$ cat src/rtl/pipelined_barrel_shifter.sv
// Elastic barrel shifter/rotator: one register stage per amount bit, each stage
// conditionally applying a shift of 2^K and tracking the last bit shifted out.

module pbs_stage #(
    parameter int WIDTH = 32,
    parameter int K     = 0
) (
    input  logic             clk,
    input  logic             rst_n,
    input  logic             i_adv,
    input  logic             i_vld,
    input  logic             i_shift,
    input  logic [1:0]       i_op,
    input  logic [WIDTH-1:0] i_data,
    input  logic             i_carry,
    output logic             o_vld,
    output logic [WIDTH-1:0] o_data,
    output logic             o_carry
);
    localparam int SH = 1 << K;

    logic [WIDTH-1:0] w_data;
    logic             w_carry;
    logic             r_vld;
    logic [WIDTH-1:0] r_data;
    logic             r_carry;

    always_comb begin
        w_data  = i_data;
        w_carry = i_carry;
        if (i_shift) begin
            case (i_op)
                2'b00: begin
                    w_data  = i_data >> SH;
                    w_carry = i_data[SH-1];
                end
                2'b01: begin
                    w_data  = $unsigned($signed(i_data) >>> SH);
                    w_carry = i_data[SH-1];
                end
                2'b10: begin
                    w_data  = i_data << SH;
                    w_carry = i_data[WIDTH-SH];
                end
                default: begin
                    // the bit rotated into the MSB doubles as the carry
                    w_data  = (i_data >> SH) | (i_data << (WIDTH - SH));
                    w_carry = i_data[SH-1];
                end
            endcase
        end
    end

    always_ff @(posedge clk or negedge rst_n) begin
        if (!rst_n) begin
            r_vld   <= 1'b0;
            r_data  <= '0;
            r_carry <= 1'b0;
        end else if (i_adv) begin
            r_vld <= i_vld;
            if (i_vld) begin
                r_data  <= w_data;
                r_carry <= w_carry;
            end
        end
    end

    assign o_vld   = r_vld;
    assign o_data  = r_data;
    assign o_carry = r_carry;
endmodule

module pipelined_barrel_shifter #(
    parameter int WIDTH = 32,
    parameter int SW    = $clog2(WIDTH)
) (
    input  logic             clk,
    input  logic             rst_n,
    input  logic             in_valid,
    output logic             in_ready,
    input  logic [WIDTH-1:0] in_data,
    input  logic [SW-1:0]    in_amt,
    input  logic [1:0]       in_op,
    output logic             out_valid,
    input  logic             out_ready,
    output logic [WIDTH-1:0] out_data,
    output logic             out_carry
);
    logic [SW:0]            w_vld;
    logic [SW:0][WIDTH-1:0] w_data;
    logic [SW:0]            w_carry;
    logic [SW-1:0][1:0]     w_op;
    logic [SW-1:0]          w_adv;
    logic                   r_en;

    // in_ready stays low until the first edge after reset release
    always_ff @(posedge clk or negedge rst_n) begin
        if (!rst_n) r_en <= 1'b0;
        else        r_en <= 1'b1;
    end

    assign w_vld[0]   = in_valid && r_en;
    assign w_data[0]  = in_data;
    assign w_carry[0] = 1'b0;
    assign w_op[0]    = in_op;
    assign in_ready   = r_en && w_adv[0];

    genvar k;
    for (k = 0; k < SW; k++) begin : g_stg
        logic [SW-1:k] w_amt;

        // a stage may load whenever any slot downstream of it is free
        assign w_adv[k] = out_ready || !(&w_vld[SW:k+1]);

        if (k == 0) begin : g_in
            assign w_amt = in_amt;
        end else begin : g_in
            assign w_amt = g_stg[k-1].g_ctl.r_amt;
        end

        // only the amount bits still to be applied travel onward
        if (k < SW-1) begin : g_ctl
            logic [SW-1:k+1] r_amt;
            logic [1:0]      r_op;
            always_ff @(posedge clk or negedge rst_n) begin
                if (!rst_n) begin
                    r_amt <= '0;
                    r_op  <= '0;
                end else if (w_adv[k] && w_vld[k]) begin
                    r_amt <= w_amt[SW-1:k+1];
                    r_op  <= w_op[k];
                end
            end
            assign w_op[k+1] = r_op;
        end

        pbs_stage #(.WIDTH(WIDTH), .K(k)) u_stage (
            .clk     (clk),
            .rst_n   (rst_n),
            .i_adv   (w_adv[k]),
            .i_vld   (w_vld[k]),
            .i_shift (w_amt[k]),
            .i_op    (w_op[k]),
            .i_data  (w_data[k]),
            .i_carry (w_carry[k]),
            .o_vld   (w_vld[k+1]),
            .o_data  (w_data[k+1]),
            .o_carry (w_carry[k+1])
        );
    end

    assign out_valid = w_vld[SW];
    assign out_data  = w_data[SW];
    assign out_carry = w_carry[SW];
endmodule

$ cat config.mk
export PLATFORM = sky130hd
export DESIGN_NAME = pipelined_barrel_shifter
export DESIGN_NICKNAME = d
export VERILOG_FILES = /design/src/rtl/pipelined_barrel_shifter.sv
export SDC_FILE = /design/constraint.sdc
export NUM_CORES = 1
export LEC_CHECK = 0
export BUFFER_PORTS_ARGS = -buffer_cell sky130_fd_sc_hd__buf_2
export CAP_MARGIN = 15
export CORE_ASPECT_RATIO = 0.75
export CORE_MARGIN = 8
export CORE_UTILIZATION = 30
export CTS_BUF_LIST = sky130_fd_sc_hd__clkbuf_8
export CTS_CLUSTER_SIZE = 10
export DETAILED_ROUTE_END_ITERATION = 12
export PLACE_DENSITY_LB_ADDON = 0.05
export SYNTH_ARGS = -nofsm -noshare
export SYNTH_HDL_FRONTEND = slang
export SYNTH_SLANG_ARGS = --single-unit
$ cat constraint.sdc
create_clock -name clk -period 4.25 [get_ports clk]
set_input_delay 0.425 -clock clk [delete_from_list [all_inputs] [get_ports clk]]
set_output_delay 0.425 -clock clk [all_outputs]
set_load 0.03 [all_outputs]
=== After elaboration in Yosys (flattened, before gate mapping) ===
Cells that the tools add are included.

* Reductions and logical operators: 30
* Bitwise operators: 5
* Mux-type cells: 20
* Equal/unequal tests: 10

{| class="wikitable"
|+ Operators with widths
! kind !! number
|-
| case mux 32 bit (3 select lines) || 5
|-
| two-way mux 32 bit || 5
|-
| bitwise OR 16 x 32 -> 32 bit || 1
|-
| bitwise OR 24 x 32 -> 32 bit || 1
|-
| bitwise OR 28 x 32 -> 32 bit || 1
|-
| bitwise OR 30 x 32 -> 32 bit || 1
|-
| bitwise OR 31 x 32 -> 32 bit || 1
|-
| AND reduction 2 bit || 6
|-
| equality test 2 x 1 -> 1 bit, second input constant || 5
|-
| equality test 2 bit, second input constant || 5
|-
| logical NOT 2 bit || 5
|-
| two-way mux 1 bit || 10
|-
| logical AND 1 bit || 6
|-
| logical NOT 1 bit || 5
|-
| logical OR 1 bit || 5
|-
| AND reduction 5 bit || 1
|-
| AND reduction 4 bit || 1
|-
| AND reduction 3 bit || 1
|}

* Logic and storage cells: 89
* Flip-flop bits (word level): 189
* Input port bits: 43
* Output and inout port bits: 35

=== Longest topological paths before layout ===
Gate-level depths: netlist of run 1.

* Depth after elaboration: 4
* Gate-level depth with buffers: 7
* Depth with buffers taken out: 4

=== By module ===
Synthesis of run 1 repeated with hierarchy kept, for this count alone.

* Cells, all modules: 1026
* Area, all modules: 10497.6 um^2

{| class="wikitable"
|+ Modules (own cells, without submodules)
! module !! area an instance (um^2) !! cells an instance !! instances !! seq. area each (um^2)
|-
| pbs_stage (g_stg[0].u_stage) || 2077.0 || 192 || 1 || 850.8
|-
| pbs_stage (g_stg[1].u_stage) || 1973.1 || 194 || 1 || 850.8
|-
| pbs_stage (g_stg[3].u_stage) || 1938.1 || 199 || 1 || 850.8
|-
| pbs_stage (g_stg[2].u_stage) || 1925.6 || 194 || 1 || 850.8
|-
| pbs_stage (g_stg[4].u_stage) || 1800.5 || 194 || 1 || 850.8
|-
| pipelined_barrel_shifter || 783.3 || 53 || 1 || 475.5
|}

=== Worst setup path before layout of run 1 ===
OpenSTA, ideal clock, no wires.

* Path kind: flip-flop to output port
* Start point: register g_stg[4].u_stage.r_vld
* End point: output port in_ready
* Required time: 3.825 ns
* Setup slack: 2.497 ns
* Buffers on the path: 0
* Data arrival time: 1.328 ns
* Stages on the path, launching flop included: 4
* Cells stage by stage: dfrtp_1 > nand4b_4 > or2_2 > and2_1

* Word-level cells in the longest chain between the ends: 4

{| class="wikitable"
|+ Ends and longest elaborated chain
! element !! RTL line !! source
|-
| from (decl) || 24 || <nowiki>logic r_vld;</nowiki>
|-
| from (signal assigned) || 60 || <nowiki>r_vld <= i_vld;</nowiki>
|-
| AND reduction 5 bit || 113 || <nowiki>assign w_adv[k] = out_ready || !(&w_vld[SW:k+1]);</nowiki>
|-
| logical NOT 1 bit || 113 ||
|-
| logical OR 1 bit || 113 ||
|-
| logical AND 1 bit || 106 || <nowiki>assign in_ready = r_en && w_adv[0];</nowiki>
|-
| to (decl) || 80 || <nowiki>output logic in_ready,</nowiki>
|}

Every way passes these cells.

=== Worst setup path in the final report of run 1 ===
* Start point: register g_stg[3].g_ctl.r_op[1]
* End point: register g_stg[4].u_stage.r_carry

* Word-level cells in the longest chain between the ends: 3

{| class="wikitable"
|+ Ends and longest elaborated chain
! element !! RTL line !! source
|-
| from (decl) || 124 || <nowiki>logic [1:0] r_op;</nowiki>
|-
| from (signal assigned) || 131 || <nowiki>r_op <= w_op[k];</nowiki>
|-
| equality test 2 bit || 32 || <nowiki>case (i_op)</nowiki>
|-
| two-way mux 1 bit || 32 ||
|-
| two-way mux 1 bit || 31 || <nowiki>if (i_shift) begin</nowiki>
|-
| to (signal assigned) || 63 || <nowiki>r_carry <= w_carry;</nowiki>
|-
| to (decl) || 26 || <nowiki>logic r_carry;</nowiki>
|}

Every way passes these cells.
A chain may end at the register's enable or synchronous reset.

==> results of run 1 <==
[power groups by stage]
stage / logic, uW / clock network [uW] / registers [uW]
after global placement: 1960 / 0 / 3040
final: 1950 / 1260 / 2990
after CTS: 1980 / 1320 / 3000
after detailed placement: 1970 / 0 / 3040
after floorplan: 1290 / 0 / 2960
after global routing: 2180 / 1380 / 3080
[cells in the mapped netlist, types with 3 or more instances]
cell | instances | area, um2
sky130_fd_sc_hd__a211oi_1 | 60 | 450.4
sky130_fd_sc_hd__a21o_1 | 77 | 578.1
sky130_fd_sc_hd__a21oi_1 | 26 | 130.1
sky130_fd_sc_hd__a311oi_1 | 17 | 148.9
sky130_fd_sc_hd__a31oi_1 | 31 | 193.9
sky130_fd_sc_hd__a32oi_1 | 4 | 35.03
sky130_fd_sc_hd__and2_1 | 3 | 18.77
sky130_fd_sc_hd__and3_1 | 25 | 156.4
sky130_fd_sc_hd__buf_1 | 3 | 11.26
sky130_fd_sc_hd__buf_2 | 31 | 155.2
sky130_fd_sc_hd__buf_4 | 10 | 75.07
sky130_fd_sc_hd__buf_6 | 7 | 78.83
sky130_fd_sc_hd__buf_8 | 3 | 45.04
sky130_fd_sc_hd__clkbuf_1 | 42 | 157.7
sky130_fd_sc_hd__dfrtp_1 | 189 | 4730
sky130_fd_sc_hd__inv_1 | 6 | 22.52
sky130_fd_sc_hd__mux2_1 | 8 | 90.09
sky130_fd_sc_hd__mux2_2 | 22 | 247.7
sky130_fd_sc_hd__mux2i_1 | 60 | 600.6
sky130_fd_sc_hd__nand2_1 | 196 | 735.7
sky130_fd_sc_hd__nand2b_1 | 8 | 50.05
sky130_fd_sc_hd__nand3b_1 | 3 | 22.52
sky130_fd_sc_hd__nor2_1 | 85 | 319.1
sky130_fd_sc_hd__nor2b_1 | 33 | 206.5
sky130_fd_sc_hd__o21ai_0 | 106 | 530.5
sky130_fd_sc_hd__o21ai_1 | 22 | 110.1
sky130_fd_sc_hd__o31ai_1 | 8 | 60.06
[state kept, by name, indices dropped and copies added (netlist names)]
register / count
g_stg.u_stage.o_data: 160
g_stg.g_ctl.r_amt: 10
g_stg.g_ctl.r_op: 8
g_stg.u_stage.o_carry: 5
g_stg.u_stage.o_vld: 5
r_en: 1
[metal layers]
metal,up-vias,share of wire [%],global-route usage (%)
met5,-,0,0
met3,14,2.8,2.728
met4,0,0.81,3.042
met2,96,41,20.19
li1,3884,-,-
met1,3905,55,24.14
[how the worst max path moves through the flow]
stage | slack, ns | to | from
after floorplan | 2.50 | in_ready | g_stg[4].u_stage.o_vld$_DFFE_PN0N_
after global placement | 1.97 | g_stg[3].g_ctl.r_op[1]$_DFFE_PN0P_ | out_ready
after detailed placement | 1.96 | g_stg[0].u_stage.o_data[11]$_DFFE_PN0P_ | in_op[1]
after CTS | 1.94 | in_ready | g_stg[3].u_stage.o_vld$_DFFE_PN0P_
after global routing | 1.85 | g_stg[4].u_stage.o_carry$_DFFE_PN0P_ | g_stg[3].g_ctl.r_op[1]$_DFFE_PN0P_
final | 1.96 | g_stg[4].u_stage.o_carry$_DFFE_PN0P_ | g_stg[3].g_ctl.r_op[1]$_DFFE_PN0P_
[critical path, stage by stage (launching register included)]
cell	delay, ns
sky130_fd_sc_hd__dfrtp_1	0.86
sky130_fd_sc_hd__nand2b_1	0.68
sky130_fd_sc_hd__mux2i_1	0.26
sky130_fd_sc_hd__a211oi_1	0.30
sky130_fd_sc_hd__a21o_1	0.12
[logic make-up (layout without fill, tap and decap cells)]
group	after synthesis	count (layout)	synth area share, %
other cells	1	1	0.03736
buf+inv	102	131	5.435
flops	189	189	47.12
simple gates	355	355	15.33
compound gates	356	356	22.72
mux	90	90	9.349
[metrics by stage]
stage | std cells | instance area (um2) | hold slack [ns] | total power, uW | utilization [%]
4_1_cts | 1571 | 11030 | 0.03280 | 6294 | 33.17
2_1_floorplan | 1093 | 10040 | 0.1294 | 4246 | -
5_1_grt | 1572 | 11050 | 0.04446 | 6642 | 33.23
3_5_place_dp | 1539 | 10620 | 0.4654 | 5006 | 31.96
6_report | 1572 | 11050 | 0.004700 | 6195 | 33.23
3_3_place_gp | 1539 | 10620 | 0.4593 | 5000 | 31.96
[cell type report]
class                           instances  area [um2]  share of cell area [%]
Inverter                                6       22.52                  0.2039
Tap cell                              450       563.0                   5.097
Clock buffer                           19       261.5                   2.367
Timing Repair Buffer                   93       539.3                   4.882
Sequential cell                       189        4731                   42.83
Clock inverter                         13       140.1                   1.269
Multi-Input combinational cell        802        4788                   43.35
==> flow_summary.ini, run 1 <==
[outcome]
outcome = finished, final reports clean

[synth]
synth_cells = 1093
ys_types = 33
synth_async_reset_ratio_pct = 100.0
ys_ff_latch = 189
ys_seq_area_share_pct = 47.12
edff_count_synth = 0
post_synth_instance_area_mm2 = 0.01004
ys.flop_type = sky130_fd_sc_hd__dfrtp_1
syn-mean-instance-area_um2 = 9.183
synthesis.nets = 1136
ys.warnings.count = 0

[cells_and_area]
nFillCells = 3561
number_of_diodes_added_for_antenna_fixing = 0
synthToLayoutAreaGrowth_pct = 10.05
final_common_cell = sky130_fd_sc_hd__nand2_1
nNetsFinal = 1152
layout.cells.most_common_list = sky130_fd_sc_hd__nand2_1 (194), sky130_fd_sc_hd__dfrtp_1 (188), sky130_fd_sc_hd__o21ai_0 (106)
drive_gt1_share_pct = 13.90

[global_routing]
grt_overflow = 0
via_count_of_the_first_global_routing_pass = 7670
pin_count_of_the_biggest_net_entering_global_routing = 98
globalRouteTotalUtil_pct = 15.03
grt_pass1_wl_um = 46890
grt_antenna_before_repair = 0

[timing]
grt_setup_unrepaired = no
setup-violations-final = 0
totalNegativeSetupSlack_ns = 0
maxClockFrequency_ghz = 0.4374
slew_viol_final = 0
worst_pin_slew_ns = 1.124
report.final.hold_viol_count = 0
period_share_pct = 53.80
final.setup.worst_slack_ns = 1.964
worst_clock_skew_ns = 0.02199
slew-limit-headroom_pct = 25.05
fin_crit_ns = 2.286

[clock_network]
root_buffer_master = sky130_fd_sc_hd__clkbuf_8
cts_buffer_depth = 2
cts_repair_resize_count = 0
cts.sink_count = 189
post_cts_setup_driven_buffer_insertion_count = 0
cts_buffers = 17
clk_transition_reported_paths_ns = 0.10
htree_num_levels = 4
cts_tree = yes
clk_latency_ns = 0.51
cts.hold.buffers_added = 0

[worst_setup_path]
end_kind = register
register_to_register_setup_slack_ns = 1.96
cp-start-kind = register
crit_fanout = 20
path_type_of_the_worst_setup_path = reg2reg
worst-endpoint-required_ns = 4.70
arrival_ns = 2.74
reg2reg_from = g_stg[3].g_ctl.r_op[1]$_DFFE_PN0P_
reg2regPathDepth = 4
rr_endpoint = g_stg[4].u_stage.o_carry$_DFFE_PN0P_

[power_and_ir_drop]
comb_power_share_pct = 31.5
ir_drop_mv = 0.2619
p_leak_uw = 0.005265
p_sw_uw = 2568
p_sw_share_pct = 41.46
pwr_density_cell_mw_per_mm2 = 560.9
seq_power_share_pct = 48.2
internal_power_uw = 3627
power.share.clock_pct = 20.3

[routing]
wire_per_inst_um = 18.63
vias = 7899
drc_errors = 0
viasPerCell = 5.025
first_iter_violations = 544
first_pass_iters = 5
antenna_left = 0
wirelength_um = 29280

[floorplanning]
design.core.area_mm2 = 0.03324
die_height_um = 174.4
initial_cell_density_of_the_core_pct = 30.20
die_outline_area_mm2 = 0.03963
std_cell_rows = 58
io_pins = 78
die_width_um = 227.2

[placement]
place_ws_ns = 1.964
dpl.hpwl_um = 20490
buffer_ports.inserted = 77
gp_congestion = 0.7275

[flow_run]
max_cap_viol_count = 0

[min_path]
hold_path.class = in2async
(Power assumes the default switching activity.)
==> run 2: changes to the inputs <==
==> constraint.sdc (replaced) <==
create_clock -name clk -period 2 [get_ports clk]
set_input_delay 0.2 -clock clk [delete_from_list [all_inputs] [get_ports clk]]
set_output_delay 0.2 -clock clk [all_outputs]
set_load 0.03 [all_outputs]
==> flow_summary.ini, run 2 (synthesis gave the netlist of run 1 again) <==
[worst_setup_path]
reg2regPathDepth = 6
register_to_register_setup_slack_ns = 0.16
reg2reg_from = g_stg[4].u_stage.o_vld$_DFFE_PN0N_
crit_fanout = 2
rr_endpoint = g_stg[3].u_stage.o_data[13]$_DFFE_PN0P_
worst-endpoint-required_ns = 1.80
path_type_of_the_worst_setup_path = reg2out
arrival_ns = 1.64
cp-start-kind = register
end_kind = primary output

[power_and_ir_drop]
pwr_density_cell_mw_per_mm2 = 1169
ir_drop_mv = 0.5524
p_leak_uw = 0.005616

[placement]
dpl.hpwl_um = 21460
buffer_ports.inserted = 77
gp_congestion = 0.7604
place_ws_ns = 0.2995

[cells_and_area]
layout.cells.most_common_list = sky130_fd_sc_hd__nand2_1 (195), sky130_fd_sc_hd__dfrtp_1 (188), sky130_fd_sc_hd__o21ai_0 (106)
drive_gt1_share_pct = 17.16
nNetsFinal = 1208
number_of_diodes_added_for_antenna_fixing = 0
synthToLayoutAreaGrowth_pct = 16.49
largest_register_ffs = 160
nFillCells = 3517
final_common_cell = sky130_fd_sc_hd__nand2_1

[routing]
viasPerCell = 5.047
antenna_left = 0
vias = 8211
wire_per_inst_um = 18.15
drc_errors = 0
first_iter_violations = 836
first_pass_iters = 5
wirelength_um = 29530

[timing]
final.setup.worst_slack_ns = 0.1559
worst_clock_skew_ns = 0.01608
period_share_pct = 92.21
fin_crit_ns = 1.844
grt_setup_unrepaired = no
maxClockFrequency_ghz = 0.5423
report.final.hold_viol_count = 0
slew_viol_final = 0
totalNegativeSetupSlack_ns = 0
setup-violations-final = 0
slew-limit-headroom_pct = 36.11
worst_pin_slew_ns = 0.9583

[floorplanning]
die_width_um = 227.2
die_outline_area_mm2 = 0.03963
initial_cell_density_of_the_core_pct = 30.20
design.core.area_mm2 = 0.03324
std_cell_rows = 58
io_pins = 78
die_height_um = 174.4

[clock_network]
cts_repair_resize_count = 0
cts_buffers = 17
htree_num_levels = 4
clk_transition_reported_paths_ns = 0.09
clk_latency_ns = 0.49
cts_buffer_depth = 2
cts_tree = yes
root_buffer_master = sky130_fd_sc_hd__clkbuf_8
cts.sink_count = 189

[global_routing]
grt_overflow = 0
grt_pass1_wl_um = 47430
via_count_of_the_first_global_routing_pass = 7863
globalRouteTotalUtil_pct = 15.13
pin_count_of_the_biggest_net_entering_global_routing = 61
grt_antenna_before_repair = 1

[min_path]
hold_path.class = in2reg
timing.hold.worst_path_depth = 3
worstHoldEndpoint = g_stg[0].u_stage.o_data[31]$_DFFE_PN0P_
hold_start = in_data[31]

[outcome]
outcome = finished, final reports clean

[flow_run]
max_cap_viol_count = 0
[run 2: cell types whose count changed in the layout (fill, tap and decap cells not counted), sizes merged]
| cell | before | now |
|---|---|---|
| bufinv | 2 | 3 |
| clkinv | 9 | 3 |
| clkinvlp | 1 | 2 |
| buf | 92 | 140 |
| dlygate4sd3 | 0 | 8 |
| clkbuf | 20 | 23 |
[run 2: per-stage QoR]
step	instance area (um2)	cells	hold WS, ns	util, %	total power [uW]
5_1_grt	11690	1627	0.002513	35.18	14650
3_5_place_dp	11150	1584	0.2229	33.54	10900
3_3_place_gp	11150	1584	0.2269	33.54	10900
2_1_floorplan	10040	1093	-0.09559	-	9023
6_report	11690	1627	0.04311	35.18	13670
4_1_cts	11690	1627	0.0005757	35.18	13840
[run 2: worst max path at each step]
stage,from,end,slack [ns],cells past startpoint
floorplan,g_stg[4].u_stage.o_vld$_DFFE_PN0N_,g_stg[0].g_ctl.r_amt[1]$_DFFE_PN0P_,0.35,5
global placement,g_stg[3].u_stage.o_vld$_DFFE_PN0P_,g_stg[3].u_stage.o_data[20]$_DFFE_PN0P_,0.32,5
detailed placement,g_stg[3].u_stage.o_vld$_DFFE_PN0P_,g_stg[3].u_stage.o_data[20]$_DFFE_PN0P_,0.30,5
CTS,g_stg[3].u_stage.o_vld$_DFFE_PN0P_,in_ready,0.09,4
global route,g_stg[3].u_stage.o_vld$_DFFE_PN0P_,g_stg[3].u_stage.o_data[20]$_DFFE_PN0P_,0.03,6
finish,g_stg[3].u_stage.o_vld$_DFFE_PN0P_,in_ready,0.16,4
[run 2: critical path, stage by stage, from the launching register on]
cell and delay, ns:
sky130_fd_sc_hd__dfrtp_1 0.40, sky130_fd_sc_hd__nand4b_4 0.12, sky130_fd_sc_hd__or2_2 0.31, sky130_fd_sc_hd__and2_1 0.16
sky130_fd_sc_hd__buf_2 0.17
[run 2: report_power, final]
| part | internal [uW] | total (uW) | leakage (uW) | switching (uW) |
|---|---|---|---|---|
| registers | 4920 | 6150 | 0.00237 | 1230 |
| clock network | 1400 | 2860 | 0.000217 | 1460 |
| logic | 1870 | 4670 | 0.00302 | 2790 |
[run 2: layout make-up]
class / count / area, um2 / area share, %
multi-input combinational: 802 / 4786 / 40.93
inverter: 6 / 22.52 / 0.1926
timing repair buffer: 149 / 1155 / 9.877
clock inverter: 9 / 132.6 / 1.134
sequential: 189 / 4731 / 40.46
clock buffer: 22 / 302.8 / 2.590
tap: 450 / 563.0 / 4.815
[run 2: per-layer routing]
metal  global-route usage [%]  wire, um  up-vias
met4                    3.203       218        0
li1                         -         -     3994
met2                    19.97     12080      123
met5                        0         0        -
met1                    24.42     16040     4080
met3                    2.964      1184       14
[run 2: repair_timing]
item,in CTS,in global routing
hold buffers,8,0
setup endpoints to repair,1,0
setup buffers,4,0
hold endpoints to repair,57,0
==> run 3: changes to the inputs <==
--- a/config.mk
+++ b/config.mk
@@ -14,6 +14,7 @@
 export CTS_CLUSTER_SIZE = 10
 export DETAILED_ROUTE_END_ITERATION = 12
 export PLACE_DENSITY_LB_ADDON = 0.05
+export SETUP_SLACK_MARGIN = 0.5
 export SYNTH_ARGS = -nofsm -noshare
 export SYNTH_HDL_FRONTEND = slang
 export SYNTH_SLANG_ARGS = --single-unit
==> flow_summary.ini, run 3 (synthesis gave the netlist of run 1 again) <==
[outcome]
outcome = finished, final reports clean

[cells_and_area]
largest_register_ffs = 160
finish.utilization_pct = 39.15
final_common_cell = sky130_fd_sc_hd__nand2_1
number_of_diodes_added_for_antenna_fixing = 0
layoutNonFillerInstCount = 1680
drive_gt1_share_pct = 24.88
final_instance_area_mm2 = 0.01301
layout.cells.most_common_list = sky130_fd_sc_hd__nand2_1 (191), sky130_fd_sc_hd__dfrtp_1 (184), sky130_fd_sc_hd__o21ai_0 (92)
nNetsFinal = 1262
synthToLayoutAreaGrowth_pct = 29.63

[worst_setup_path]
path_depth = 4
arrival_ns = 1.52
rr_endpoint = g_stg[1].u_stage.o_data[10]$_DFFE_PN0P_
setup.worst_path.end = in_ready
crit_fanout = 2
critPathSlowestCell = sky130_fd_sc_hd__dfrtp_1
path_type_of_the_worst_setup_path = reg2out
cp-start-kind = register
path_buf_inv = 1
crit_chain = nand4b_4 > or2_4 > and2_4 > buf_6
worst-endpoint-required_ns = 1.80
end_kind = primary output
critPathMaxStageDelay_ns = 0.40
critical_path.top_delay_family = simple AND/OR/NAND/NOR gates
reg2regPathDepth = 9
setup.worst_path.start = g_stg[2].u_stage.o_vld$_DFFE_PN0P_
register_to_register_setup_slack_ns = 0.30
reg2reg_from = g_stg[2].u_stage.o_vld$_DFFE_PN0P_

[timing]
fin_crit_ns = 1.716
period_share_pct = 85.81
worst_clock_skew_ns = 0.02128
slew-limit-headroom_pct = 64.77
slew_viol_final = 0
grt_setup_unrepaired = yes
report.final.hold_viol_count = 0
maxClockFrequency_ghz = 0.5827
worst_pin_slew_ns = 0.5285
totalNegativeSetupSlack_ns = 0
setup-violations-final = 0

[floorplanning]
die_width_um = 227.2
die_height_um = 174.4
design.core.area_mm2 = 0.03324
std_cell_rows = 58
io_pins = 78
die_outline_area_mm2 = 0.03963
initial_cell_density_of_the_core_pct = 30.20

[clock_network]
htree_num_levels = 4
cts.sink_count = 189
clk_latency_ns = 0.51
cts_buffers = 17
root_buffer_master = sky130_fd_sc_hd__clkbuf_8
cts_tree = yes
clk_transition_reported_paths_ns = 0.08
cts_buffer_depth = 2

[global_routing]
grt_overflow = 0
globalRouteTotalUtil_pct = 16.29
grt_antenna_before_repair = 0
pin_count_of_the_biggest_net_entering_global_routing = 66
grt_pass1_wl_um = 50250
via_count_of_the_first_global_routing_pass = 7946

[flow_run]
max_cap_viol_count = 0

[power_and_ir_drop]
pwr_density_cell_mw_per_mm2 = 1068
total_power_draw_uw = 13900
ir_drop_mv = 0.4863
p_leak_uw = 0.006227

[routing]
first_pass_iters = 4
first_iter_violations = 775
vias = 8625
viasPerCell = 5.134
wire_per_inst_um = 20.80
wirelength_um = 34950
drc_errors = 0
antenna_left = 0

[placement]
buffer_ports.inserted = 77
dpl_cell_area_mm2 = 0.01107
dpl.hpwl_um = 21260
numPlacedInstances = 1573
gp_congestion = 0.7543

[min_path]
hold_path.class = in2reg
==> run 3: cell types whose count changed in the layout (fill, tap and decap cells not counted), moves of 12 or more <==
cell,delta
sky130_fd_sc_hd__buf_6,+13
sky130_fd_sc_hd__a211oi_2,+15
sky130_fd_sc_hd__o21ai_1,+13
sky130_fd_sc_hd__clkbuf_16,+15
sky130_fd_sc_hd__a211oi_1,-15
sky130_fd_sc_hd__o21ai_0,-14
sky130_fd_sc_hd__buf_12,+12
==> run 3: cell type report <==
type / count / area [um2]
multi-input cells: 804 / 5129
flip-flops and latches: 189 / 4736
inverters: 6 / 22.52
clock inverters: 11 / 82.58
repair buffers: 201 / 2217
well taps: 450 / 563.0
fillers: 3405 / 20230
clock buffers: 19 / 261.5
==> run 3: what timing repair did <==
item,CTS,global route
pin swaps,8,5
hold buffers,7,1
gates cloned,9,22
buffers inserted,12,26
resized for setup,30,97
endpoints found under the hold margin,54,1
setup endpoints to repair,107,171
==> run 3: routing by layer <==
metal | global-route usage (%) | wire length, um
met5 | 0 | 0
met4 | 3.389 | 206
met3 | 2.863 | 1549
met2 | 21.30 | 13860
met1 | 26.72 | 19330
==> run 3: per-stage QoR <==
stage	setup slack, ns	hold slack, ns
finish	0.2839	0.04300
floorplan	0.4853	-0.09559
detailed placement	0.3194	0.2225
CTS	0.2302	0.009431
global placement	0.3630	0.2273
global route	0.1991	0.04084
==> run 3: report_power, final <==
group	leakage, uW	switching (uW)	internal (uW)	total (uW)
combinational	0.00367	3130	2220	5340
clock	0.000184	1380	1010	2390
sequential	0.00237	1240	4930	6170
==> run 3: worst min-delay path by stage <==
stage,start,slack [ns],cells after the start,to
floorplan,rst_n,-0.1,0,g_stg[0].g_ctl.r_amt[1]$_DFFE_PN0P_
global placement,rst_n,0.23,1,g_stg[4].u_stage.o_data[3]$_DFFE_PN0P_
detailed placement,rst_n,0.22,1,g_stg[4].u_stage.o_data[3]$_DFFE_PN0P_
CTS,in_data[31],0.009,3,g_stg[0].u_stage.o_data[31]$_DFFE_PN0P_
global route,in_op[0],0.04,3,g_stg[0].g_ctl.r_op[0]$_DFFE_PN0P_
finish,in_op[0],0.04,3,g_stg[0].g_ctl.r_op[0]$_DFFE_PN0P_
==> run 3: worst min-delay path: stages <==
cell	delay (ns)
sky130_fd_sc_hd__buf_2	0.13
sky130_fd_sc_hd__inv_1	0.08
sky130_fd_sc_hd__o21ai_0	0.09
